`config.mk`:
```
export PLATFORM = sky130hd
export DESIGN_NAME = wram_port
export DESIGN_NICKNAME = d
export VERILOG_FILES = /design/src/rtl/wram_port.sv
export SDC_FILE = /design/constraint.sdc
export NUM_CORES = 1
export LEC_CHECK = 0
export CAP_MARGIN = 20
export CORE_MARGIN = 2
export CORE_UTILIZATION = 41
export DETAILED_ROUTE_END_ITERATION = 6
export GPL_TIMING_DRIVEN = 0
export HOLD_SLACK_MARGIN = 0.05
export PLACE_DENSITY = 0.85
export RECOVER_POWER = 50
export SLEW_MARGIN = 15
export SYNTH_ARGS = -nofsm -noshare
export SYNTH_HDL_FRONTEND = slang
export SYNTH_SLANG_ARGS = --single-unit
```
`constraint.sdc`:
```
create_clock -name clk -period 1.61 [get_ports clk]
set_input_delay 0.4025 -clock clk [delete_from_list [all_inputs] [get_ports clk]]
set_output_delay 0.4025 -clock clk [all_outputs]
set_load 0.03 [all_outputs]
```
`src/rtl/wram_port.sv`:
```
`default_nettype none
// ============================================================================
//  Module   : wram_port (with bus_pkg)
//  Purpose  : B-bus WMADD/WMDATA port into work RAM. Holds the auto-
//             incrementing WRAM address and runs one request/ack handshake
//             per WMDATA read or write strobe.
//  Revision : 1.0 - initial release
// ============================================================================

package bus_pkg;
  // Decoded B-bus operations delivered by the bus-B address decoder.
  typedef enum logic [3:0] {
    B_NOP      = 4'd0,
    B_INDISP   = 4'd1,
    B_WMDATA_R = 4'd2,
    B_WMDATA_W = 4'd3,
    B_WMADDL   = 4'd4,
    B_WMADDM   = 4'd5,
    B_WMADDH   = 4'd6
  } b_op_type;
endpackage

module wram_port #(
  parameter int ADDR_W = 17   // supported range 17..24
) (
  input  logic                 clk,
  input  logic                 reset,
  input  bus_pkg::b_op_type    b_op,
  input  logic                 b_strobe,
  input  logic [7:0]           b_wdata,
  output logic [7:0]           rdata,
  output logic                 busy,
  output logic                 wram_req,
  output logic                 wram_we,
  output logic [ADDR_W-1:0]    wram_addr,
  output logic [7:0]           wram_wdata,
  input  logic                 wram_ack,
  input  logic [7:0]           wram_rdata
);

  // Width of the WMADDH field: only the low bits of the written byte land.
  localparam int H_W = ADDR_W - 16;

  typedef enum logic [1:0] {
    S_IDLE = 2'd0,
    S_REQ  = 2'd1,
    S_DONE = 2'd2
  } state_t;

  state_t              state_q, state_d;
  logic [ADDR_W-1:0]   wmadd_q, wmadd_d;
  logic [7:0]          rdata_q, rdata_d;
  logic                we_q,    we_d;
  logic [7:0]          wdata_q, wdata_d;

  // State and datapath registers; reset clears everything, dropping any request.
  always_ff @(posedge clk or posedge reset) begin
    if (reset) begin
      state_q <= S_IDLE;
      wmadd_q <= '0;
      rdata_q <= 8'h00;
      we_q    <= 1'b0;
      wdata_q <= 8'h00;
    end else begin
      state_q <= state_d;
      wmadd_q <= wmadd_d;
      rdata_q <= rdata_d;
      we_q    <= we_d;
      wdata_q <= wdata_d;
    end
  end

  // Next-state: B-bus ops are only honoured in IDLE, acks only in REQ.
  // Address loads and the post-ack increment live in disjoint states, so
  // they can never collide.
  always_comb begin
    state_d = state_q;
    wmadd_d = wmadd_q;
    rdata_d = rdata_q;
    we_d    = we_q;
    wdata_d = wdata_q;
    unique case (state_q)
      S_IDLE: begin
        if (b_strobe) begin
          case (b_op)
            bus_pkg::B_WMADDL: wmadd_d[7:0]        = b_wdata;
            bus_pkg::B_WMADDM: wmadd_d[15:8]       = b_wdata;
            bus_pkg::B_WMADDH: wmadd_d[ADDR_W-1:16] = b_wdata[H_W-1:0];
            bus_pkg::B_WMDATA_W: begin
              we_d    = 1'b1;
              wdata_d = b_wdata;
              state_d = S_REQ;
            end
            bus_pkg::B_WMDATA_R: begin
              we_d    = 1'b0;
              state_d = S_REQ;
            end
            default: ;
          endcase
        end
      end
      S_REQ: begin
        if (wram_ack) begin
          state_d = S_DONE;
          wmadd_d = wmadd_q + ADDR_W'(1);
          if (!we_q) begin
            rdata_d = wram_rdata;
          end
        end
      end
      S_DONE:  state_d = S_IDLE;
      default: state_d = S_IDLE;
    endcase
  end

  assign busy       = (state_q != S_IDLE);
  assign wram_req   = (state_q == S_REQ);
  assign wram_we    = we_q;
  assign wram_addr  = wmadd_q;
  assign wram_wdata = wdata_q;
  assign rdata      = rdata_q;

endmodule
`default_nettype wire

```
==> reports/metrics.yaml <==
coreArea_mm2: 0.00432
firstDrtPassIters: 5
drive_gt1_share_pct: 39.4
cts_tree: "built"
gr-total-overflow: 0
dpl-instance-area_mm2: 0.00250
io_pins: 60
clk_pin_slew_ps: 70
start_util_pct: 42.1
end_kind: "register"
ctsRootBufferMaster: "clkbuf_8"
hold_class: "in -> reg"
layout_worst_path_cycle_share_pct: 111
holdWs_ps: 407
ys_types: 37
grt_pass1_wl_um: 8630
ys_seq_area_share_pct: 49.5
max_slew.worst_pin.slew_ps: 754
syn_inst: 178
synth_nets: 203
htreeDepth: 2
pre_cts_ws_ps: -772
leakage_nw: 1.35
syn_area_mm2: 0.00182
grt_pass1_vias: 1718
antenna_found_initial: 0
num_rows: 24
final_common_cell: "dlygate4sd2_1"
multi_input_area_mm2: 0.00112
final_cell_area_mm2: 0.00304
final_cell_mix: "dlygate4sd2_1, dfrtp_1, nand2_1"
grt_max_degree: 37
holdBufCountCts: 0
fillers: 272
slew_violations: 0
avgSynthCellArea_um2: 10.2
slowest_delay_ps: 470
syn_to_final_growth_pct: 66.9
setup_slack_ps: -176
wl_per_cell_um: 19.9
synth_edf_count: 0
critPathSlowestCell: "or4_4"
drt_iter0_drc: 219
track_usage_pct: 22.6
status: "finished with violations"
gp_congestion: 0.814
fin_skew_ps: 5.26
critPathTopFamily: "simple AND/OR/NAND/NOR gates"
drc_errors: 0
critPathArrivalTime_ps: 1970
die_h_um: 70.6
ys_ff_latch: 36
violations: "setup timing"
routed_via_density: 6.00
ctsLongestPathBuffers: 2
powerDensity_mw_per_mm2: 1400
critPathRequiredTime_ps: 1790
cp_max_fo: 5
start_kind: "register"
setup_viol: 17
synth_flop_cell: "dfrtp_1"
finalSetupTns_ps: -1760
vias: 1926
layout_min_cycle_time_ps: 1790
hold_viol_final: 0
critPathKind: "reg -> reg"
grt_setup_unrepaired: "yes"
postRouteAntennaNets: 0
fmax_mhz: 560
cts_sinks: 36
irDropWorstVdd_uv: 602
port_buffers: 59
async_reset_ff_share_pct: 100
synth.yosys.warnings: 0
slew_headroom_pct: 49.7
dieArea_mm2: 0.00499
n_antenna_cell: 0
final-seq-area_um2: 908
die_w_um: 70.6
routed_wl_um: 6380
fin_nets: 294
clkLatencyLatePin_ps: 300
numCtsBuffers: 5
drv_cap: 0
cp_num_buf_inv: 1
dp_hpwl_um: 3270
critical_path.cell_chain: "or2_4 > or4_4 > inv_8 > nand2_8 > mux2_4"
[registers in the layout (all words and copies together), names as in the netlist]
signal,flops
wram_addr,17
wram_we,1
rdata,8
state_q,2
wram_wdata,8
[final timing paths]
kind / start / endpoint / slack [ps] / cells after the start
min: wram_ack / state_q[0]$_DFFE_PP0P_ / 410 / 2
max in group asynchronous: reset / state_q[0]$_DFFE_PP0P_ / 510 / 2
max: state_q[0]$_DFFE_PP0P_ / wram_wdata[7]$_DFFE_PP0P_ / -180 / 5
min reg2reg: rdata[2]$_DFFE_PP0P_ / rdata[2]$_DFFE_PP0P_ / 510 / 1
min in group asynchronous: reset / wram_wdata[1]$_DFFE_PP0P_ / 560 / 2
max reg2reg: state_q[0]$_DFFE_PP0P_ / wram_wdata[7]$_DFFE_PP0P_ / -180 / 5
[worst register-to-register path: cells and delay by family (launching register included)]
family                 cells  cell delay, ps
AND/OR/NAND/NOR            3             810
multiplexers               1             320
buffers and inverters      1             110
flip-flops                 1             440
[routing by layer]
layer / vias to the layer above / routed length, um / GRT usage [%]
met3: 23 / 526 / 7.69
met2: 130 / 3090 / 34.4
met1: 937 / 2620 / 30.2
met4: 0 / 147 / 8.18
met5: - / 0 / 0
li1: 836 / - / -
[kinds of logic (layout without fill, tap and decap cells)]
group | after synthesis | after routing | synth area share, %
compound gates | 56 | 56 | 19.3
simple gates | 54 | 55 | 15.2
fa+ha+maj | 1 | 1 | 0.688
mux | 17 | 17 | 12.1
buf+inv | 14 | 104 | 3.23
flops | 36 | 36 | 49.5
[cell type report]
class	instances	share of cell area (%)
multi-input cells	129	37.0
clock buffers	6	2.39
clock inverters	1	0.165
well taps	52	2.14
flip-flops and latches	36	29.9
inverters	6	1.07
plain buffers	7	2.47
repair buffers	84	24.8
[metrics by stage]
stage / cells / utilization [%] / power (W)
2_1_floorplan: 178 / - / 0.00257
3_3_place_gp: 289 / 57.9 / 0.00336
3_5_place_dp: 289 / 57.9 / 0.00340
4_1_cts: 307 / 63.7 / 0.00392
5_1_grt: 321 / 70.2 / 0.00443
6_report: 321 / 70.2 / 0.00425
[synth_stat cells (2+ instances only)]
cell / count / share of area, %
buf_2: 5 / 1.4
clkbuf_1: 3 / 0.62
and2_1: 2 / 0.69
inv_1: 5 / 1.0
nor4bb_1: 2 / 1.1
nand3_1: 7 / 1.9
a21oi_1: 18 / 5.0
o21a_1: 3 / 1.2
o22a_1: 2 / 0.96
mux2_2: 8 / 5.0
o22ai_1: 6 / 2.1
nand4_1: 4 / 1.4
o31a_1: 2 / 0.96
a31oi_1: 3 / 1.0
nor2_1: 8 / 1.7
nand2b_1: 2 / 0.69
mux2_4: 8 / 6.6
o21ai_0: 12 / 3.3
a2bb2oi_1: 4 / 1.9
dfrtp_1: 36 / 50
nand2_1: 22 / 4.5
[report_power, final]
group          internal [W]  switching, W
logic              0.000899       0.00118
registers           0.00121      0.000330
clock network      0.000294      0.000336
[what timing repair did]
action	4_1_cts	5_1_grt
endpoints found under the setup margin	69	36
gates resized for setup	91	57
pin swaps	4	8
gates cloned	1	1
setup buffers	10	15
(Power assumes the default switching activity.)
